## src/rtl/aes_round_sequencer_if.sv

```systemverilog
// Block stream bundle for the AES round sequencer: plaintext in, ciphertext out.
interface aes_round_sequencer_if;
    logic         in_valid;
    logic         in_ready;
    logic [127:0] in_data;
    logic         out_valid;
    logic         out_ready;
    logic [127:0] out_data;

    modport master (
        output in_valid, in_data, out_ready,
        input  in_ready, out_valid, out_data
    );

    modport slave (
        input  in_valid, in_data, out_ready,
        output in_ready, out_valid, out_data
    );
endinterface

```

## src/rtl/aes_round_sequencer.sv

```systemverilog
// Iterative AES encryption controller driving one shared external round datapath.
// Optional abort input enabled by defining AES_SEQ_ABORT_EN.
module aes_round_sequencer #(
    parameter int NUM_ROUNDS = 10,
    parameter int RK_IDX_W   = 4
) (
    input  logic                clk,
    input  logic                rst_n,
    aes_round_sequencer_if.slave bus,
    input  logic                key_valid,
    output logic                key_busy,
    output logic [RK_IDX_W-1:0] rk_idx,
    input  logic [127:0]        rk_data,
    output logic [127:0]        dp_state,
    output logic                dp_last,
    input  logic [127:0]        dp_result
`ifdef AES_SEQ_ABORT_EN
    ,
    input  logic                abort
`endif
);

    if (NUM_ROUNDS != 10 && NUM_ROUNDS != 12 && NUM_ROUNDS != 14) begin : g_bad_rounds
        $error("NUM_ROUNDS must be 10, 12 or 14");
    end
    if ((1 << RK_IDX_W) <= NUM_ROUNDS) begin : g_bad_idx_w
        $error("RK_IDX_W too narrow for NUM_ROUNDS");
    end

    typedef enum logic [1:0] {
        IDLE,
        RUN,
        DONE
    } st_t;

    localparam logic [RK_IDX_W-1:0] LAST = RK_IDX_W'(NUM_ROUNDS);

    st_t                 st_q, st_d;
    logic [RK_IDX_W-1:0] round_q, round_d;
    logic [127:0]        state_q, state_d;
    logic                in_ready_c;
    logic                load;
    logic                kill;

`ifdef AES_SEQ_ABORT_EN
    assign kill = abort;
`else
    assign kill = 1'b0;
`endif

    assign load          = bus.in_valid && in_ready_c;
    assign bus.in_ready  = rst_n && in_ready_c;
    assign bus.out_valid = rst_n && (st_q == DONE);
    assign bus.out_data  = state_q;
    assign dp_state      = state_q;

    always_comb begin
        st_d       = st_q;
        round_d    = round_q;
        state_d    = state_q;
        in_ready_c = 1'b0;
        rk_idx     = '0;
        dp_last    = 1'b0;
        key_busy   = 1'b1;
        unique case (st_q)
            IDLE: begin
                key_busy   = 1'b0;
                in_ready_c = key_valid;
                if (load) begin
                    state_d = bus.in_data ^ rk_data;
                    round_d = RK_IDX_W'(1);
                    st_d    = RUN;
                end
            end
            RUN: begin
                rk_idx  = round_q;
                dp_last = (round_q == LAST);
                state_d = dp_result;
                if (round_q == LAST) begin
                    st_d = DONE;
                end else begin
                    round_d = round_q + 1'b1;
                end
            end
            DONE: begin
                // An abort also blocks the back-to-back load in this cycle
                in_ready_c = bus.out_ready && key_valid && !kill;
                if (bus.out_ready) begin
                    if (load) begin
                        state_d = bus.in_data ^ rk_data;
                        round_d = RK_IDX_W'(1);
                        st_d    = RUN;
                    end else begin
                        round_d = '0;
                        st_d    = IDLE;
                    end
                end
            end
            default: begin
                round_d = '0;
                st_d    = IDLE;
            end
        endcase
        if (kill && st_q != IDLE) begin
            round_d = '0;
            st_d    = IDLE;
        end
    end

    always_ff @(posedge clk) begin
        if (!rst_n) begin
            st_q    <= IDLE;
            round_q <= '0;
            state_q <= '0;
        end else begin
            st_q    <= st_d;
            round_q <= round_d;
            state_q <= state_d;
        end
    end

endmodule
```

## src/flat_wrapper.sv

```systemverilog
// flat-port wrapper written by rule: the top's interface ports become plain ports
module aes_round_sequencer_flat 
#(
    parameter int NUM_ROUNDS = 10,
    parameter int RK_IDX_W   = 4
)
  (clk, rst_n, key_valid, key_busy, rk_idx, rk_data, dp_state, dp_last, dp_result, bus_in_valid, bus_in_data, bus_out_ready, bus_in_ready, bus_out_valid, bus_out_data);
  aes_round_sequencer_if bus_i ();
  input  logic clk;
  input  logic rst_n;
  input  logic key_valid;
  output logic key_busy;
  output logic [RK_IDX_W-1:0] rk_idx;
  input  logic [127:0] rk_data;
  output logic [127:0] dp_state;
  output logic dp_last;
  input  logic [127:0] dp_result;
  input wire logic [$bits(bus_i.in_valid)-1:0] bus_in_valid;
  input wire logic [$bits(bus_i.in_data)-1:0] bus_in_data;
  input wire logic [$bits(bus_i.out_ready)-1:0] bus_out_ready;
  output wire logic [$bits(bus_i.in_ready)-1:0] bus_in_ready;
  output wire logic [$bits(bus_i.out_valid)-1:0] bus_out_valid;
  output wire logic [$bits(bus_i.out_data)-1:0] bus_out_data;
  assign bus_i.in_valid = bus_in_valid;
  assign bus_i.in_data = bus_in_data;
  assign bus_i.out_ready = bus_out_ready;
  assign bus_in_ready = bus_i.in_ready;
  assign bus_out_valid = bus_i.out_valid;
  assign bus_out_data = bus_i.out_data;
  aes_round_sequencer #(.NUM_ROUNDS(NUM_ROUNDS), .RK_IDX_W(RK_IDX_W)) u_core (.clk(clk), .rst_n(rst_n), .bus(bus_i), .key_valid(key_valid), .key_busy(key_busy), .rk_idx(rk_idx), .rk_data(rk_data), .dp_state(dp_state), .dp_last(dp_last), .dp_result(dp_result));
endmodule
```

## config.mk

```make
export PLATFORM = sky130hd
export DESIGN_NAME = aes_round_sequencer_flat
export DESIGN_NICKNAME = d
export VERILOG_FILES = /design/src/rtl/aes_round_sequencer_if.sv /design/src/rtl/aes_round_sequencer.sv /design/src/flat_wrapper.sv
export SDC_FILE = /design/constraint.sdc
export NUM_CORES = 1
export LEC_CHECK = 0
export BUFFER_PORTS_ARGS = -buffer_cell sky130_fd_sc_hd__buf_2
export CORE_AREA = 2 2 257 259
export CTS_CLUSTER_SIZE = 24
export DETAILED_ROUTE_END_ITERATION = 16
export DIE_AREA = 0 0 259 261
export SLEW_MARGIN = 25
export SYNTH_ARGS = -nofsm -noshare
export SYNTH_HDL_FRONTEND = slang
export SYNTH_SLANG_ARGS = --single-unit
```

## constraint.sdc

```tcl
create_clock -name clk -period 5.05 [get_ports clk]
set_clock_uncertainty 0.1 [all_clocks]
set_input_delay 1.515 -clock clk [delete_from_list [all_inputs] [get_ports clk]]
set_output_delay 1.515 -clock clk [all_outputs]
set_load 0.02 [all_outputs]
```

# [Word level (Yosys, flattened, before mapping)]
# Cells that the tools add are included.
[totals] ff_bits=134 latchBits=0 mem_bits_rw=0 rom_bits=0 elab_cells=38 n_memories=0
[classes] add_sub_neg=1 multipliers=0 n_div=0 n_lt_le_gt_ge=0 eq_ne=7 shift=0 mux=17 n_bitwise=1 n_reduce_logical=9
[ops] cell="one-hot mux 128 bit (3 select lines)" count=1
[ops] cell="two-way mux 128 bit" count=2
[ops] cell="bitwise XOR 128 bit" count=1
[ops] cell="two-way mux 4 bit" count=4
[ops] cell="one-hot mux 4 bit (3 select lines)" count=1
[ops] cell="two-way mux 2 bit" count=3
[ops] cell="one-hot mux 2 bit (3 select lines)" count=1
[ops] cell="AND reduction 3 bit" count=2
[ops] cell="adder 4 x 1 -> 4 bit, second input constant" count=1
[ops] cell="equality test 4 bit, second input constant" count=1
[ops] cell="logical AND 1 bit" count=4
[ops] cell="two-way mux 1 bit" count=4
[ops] cell="!= test 2 x 1 -> 1 bit, second input constant" count=2
[ops] cell="!= test 2 bit, second input constant" count=2
[ops] cell="nonzero test 3 bit" count=1
[ops] cell="equality test 2 x 1 -> 1 bit, second input constant" count=1
[ops] cell="equality test 2 bit, second input constant" count=1
[ops] cell="logical NOT 2 bit" count=1
[ops] cell="one-hot mux 1 bit (2 select lines)" count=1
[ops] cell="AND reduction 2 bit" count=1

# [Depth between registers and ports, before layout]
[logic_depth] depth_word=6 depth_mapped=7

# [Worst setup path after synthesis]
# Ideal clock, no wire load.
[synth_path] kind="input to output" from="in bus_out_ready" to="out bus_in_ready" arrival_time_ps=2189 required_ps=3435 path_slack_ps=1246 stages=3 path_cell_list="nand2b_1 nand2_1 nor3_1"
[synth_via] elab_chain_cells=3
[synth_rtl] item="start, declared" line="flat_wrapper.sv:20" source="input wire logic [$bits(bus_i.out_ready)-1:0] bus_out_ready;"
[synth_rtl] item="logical AND 1 bit" line="aes_round_sequencer.sv:87" source="in_ready_c = bus.out_ready && key_valid && !kill;"
[synth_rtl] item="one-hot mux 1 bit (2 select lines)" line="aes_round_sequencer.sv:65" source="unique case (st_q)"
[synth_rtl] item="logical AND 1 bit" line="aes_round_sequencer.sv:52" source="assign bus.in_ready = rst_n && in_ready_c;"
[synth_rtl] item="end, declared" line="flat_wrapper.sv:21" source="output wire logic [$bits(bus_i.in_ready)-1:0] bus_in_ready;"
# Every way passes these cells.

# [Final worst setup path]
[layout_path] from="in rst_n" to="out bus_in_ready"
[layout_via] elab_chain_cells=1
[layout_rtl] item="start, declared" line="flat_wrapper.sv:10" source="input logic rst_n;"
[layout_rtl] item="logical AND 1 bit" line="aes_round_sequencer.sv:52"
# Every way passes these cells.

==> flow_summary.json <==
{
  "drt_iter0_markers": 321,
  "synthesis.nets": 1272,
  "gp_congestion": 0.807,
  "synth_flop_cell": "dfxtp_1",
  "antenna_found_initial": 4,
  "period_share": 0.781,
  "ctsResizeCount": 0,
  "cts_max_path_buffers": 2,
  "die_height_microns": 261,
  "pwr-share-seq": 0.343,
  "finalSetupViolations": 0,
  "synth_edf_count": 0,
  "synthToLayoutAreaGrowth_pct": 43.9,
  "grt_pass1_vias": 6783,
  "p_leak_nw": 5.52,
  "routed_wl_mm": 29.5,
  "hold_viol": 0,
  "final_nets": 1764,
  "slew_headroom": 0.413,
  "dp.cells": 2218,
  "cts_tree": "built",
  "layout_commonest_cell": "buf_2",
  "cp_max_fo": 9,
  "synth_seq_cells": 134,
  "drc": 0,
  "initial_core_util": 0.127,
  "p_sw_w": 0.00128,
  "numCtsBuffers": 17,
  "report.final.slew_viol_count": 0,
  "postSynthAreaPerCell_sq_um": 9.37,
  "power_density_nw_per_um2": 308,
  "clk_latency_ns": 0.46,
  "required_ns": 3.44,
  "final_layout_size_suffix_gt1_frac": 0.555,
  "worst_pin_slew_ns": 0.881,
  "timing.fmax_mhz": 254,
  "post_drt_wl_per_cell_microns": 13.1,
  "die_area_sq_um": 67600,
  "utilization": 0.183,
  "cts_sinks": 134,
  "setup_tns_ns": 0,
  "crit_type": "in2out",
  "fill_cells": 7315,
  "grt_first_pass_wirelength_mm": 40.4,
  "highest_layer": "met5",
  "vias_per_cell": 3.49,
  "numPortBuffers": 652,
  "grt_usage": 0.0810,
  "max_cap_viol_count": 0,
  "cp-end-kind": "output pin",
  "wl_met3_mm": 2.47,
  "hpwl_mm": 23.5,
  "netlist_area_sq_um": 8260,
  "final_cells": 2252,
  "finalCriticalPeriod_ns": 3.94,
  "num_vias": 7866,
  "grt_overflow_total": 0,
  "root_buffer": "clkbuf_16",
  "worst_ep_arrival_time_ns": 2.33,
  "io_pins": 653,
  "num_rows": 94,
  "cp-start-kind": "primary input",
  "intPower_w": 0.00238,
  "grt_max_degree": 93,
  "drt-met1-wl_mm": 11.8,
  "switching_share": 0.350,
  "status": "complete, no violations",
  "postCtsSetupRepairBufs": 0,
  "irDropWorstVdd_v": 0.000207,
  "rsz0062_at_grt": "no",
  "hold_buffers": 0,
  "path_clk_slew_ns": 0.06,
  "ctsHtreeMaxLevel": 4,
  "hold_path_class": "reg2reg",
  "synth.distinct_cells": 37,
  "combPwrFrac": 0.292,
  "async_flop_share": 0,
  "coreArea_sq_um": 65000,
  "dr_wl_met2_mm": 14.2,
  "die_w_microns": 259,
  "clkPwrFrac": 0.366,
  "synthCells": 881,
  "final_cell_mix": "buf_2 (652), nor2_1 (134), dfxtp_1 (134), a21oi_1 (130), xnor2_1 (128)",
  "seq_area_frac_synth": 0.325,
  "ys_warn_count": 0,
  "firstDrtPassIters": 5,
  "antenna_left": 0
}
[through the flow]
step | cell area [sq um] | total power [W] | hold WS (ns) | setup WS [ns]
finish | 11900 | 0.00366 | 0.384 | 1.11
global route | 11900 | 0.00389 | 0.394 | 1.02
CTS | 11900 | 0.00375 | 0.387 | 1.12
detailed placement | 11300 | 0.00235 | 0.363 | 1.12
global placement | 11300 | 0.00235 | 0.365 | 1.13
floorplan | 8260 | 0.00204 | 0.357 | 1.25
[synth_stat cells, drive strengths merged, types with 2 or more instances]
| master | number | area share |
|---|---|---|
| a211oi | 2 | 0.0024 |
| nand3 | 2 | 0.0012 |
| buf | 179 | 0.17 |
| dfxtp | 134 | 0.32 |
| nor2 | 135 | 0.062 |
| clkbuf | 7 | 0.0032 |
| xnor2 | 128 | 0.14 |
| nand2b | 3 | 0.0032 |
| a21oi | 132 | 0.082 |
| and2 | 3 | 0.0023 |
| nand2 | 7 | 0.0035 |
| nor3 | 2 | 0.0012 |
| inv | 4 | 0.0018 |
| ha | 2 | 0.0030 |
| o2bb2ai | 128 | 0.19 |
[worst max-delay path, stage by stage]
cell and delay (ns):
buf_2 0.19, inv_1 0.20, nor3_1 0.23, buf_2 0.20
[sequential cells by signal (all words and copies together) (netlist names)]
register / count
u_core.st_q: 2
u_core.bus.out_data: 128
u_core.round_q: 4
[metal layers]
layer,vias to the layer above,global-route usage
li1,3903,-
met1,3560,0.0967
met2,364,0.131
met3,35,0.0232
met4,4,0.0438
met5,-,0
[power by group through the flow]
stage	registers [W]	clock network [W]	logic [W]
after floorplan	0.00137	0	0.000678
after global placement	0.00128	0	0.00107
after detailed placement	0.00128	0	0.00108
after CTS	0.00126	0.00141	0.00108
after global routing	0.00127	0.00146	0.00116
final	0.00125	0.00134	0.00107
[final cells by class]
| type | count | area, sq um | area share |
|---|---|---|---|
| inverter | 4 | 15.0 | 0.00126 |
| tap | 864 | 1080 | 0.0910 |
| antenna | 2 | 5.00 | 0.000421 |
| clock inverter | 14 | 175 | 0.0147 |
| sequential | 134 | 2680 | 0.226 |
| timing repair buffer | 659 | 3350 | 0.282 |
| multi-input combinational | 557 | 4130 | 0.347 |
| clock buffer | 18 | 439 | 0.0370 |
[final timing paths]
path / startpoint / endpoint / slack (ns) / cells past startpoint
worst max register to register: u_core.st_q[0] / u_core.bus.out_data[38] / 2.19 / 6
worst min-delay path: u_core.bus.out_data[109] / u_core.bus.out_data[109] / 0.38 / 1
worst max-delay path: rst_n / bus_in_ready / 1.11 / 4
worst min register to register: u_core.bus.out_data[109] / u_core.bus.out_data[109] / 0.38 / 1
[logic make-up after synthesis]
group | after synthesis | synth area share
adders and majority gates | 2 | 0.00303
and+or+nand+nor | 159 | 0.0790
DFF | 134 | 0.325
xor gates and xnor gates | 128 | 0.136
muxes | 1 | 0.00121
AOI/OAI and AO/OA | 267 | 0.278
buffers and inverters | 190 | 0.179
Note: power is estimated with default switching activity, not from simulation.
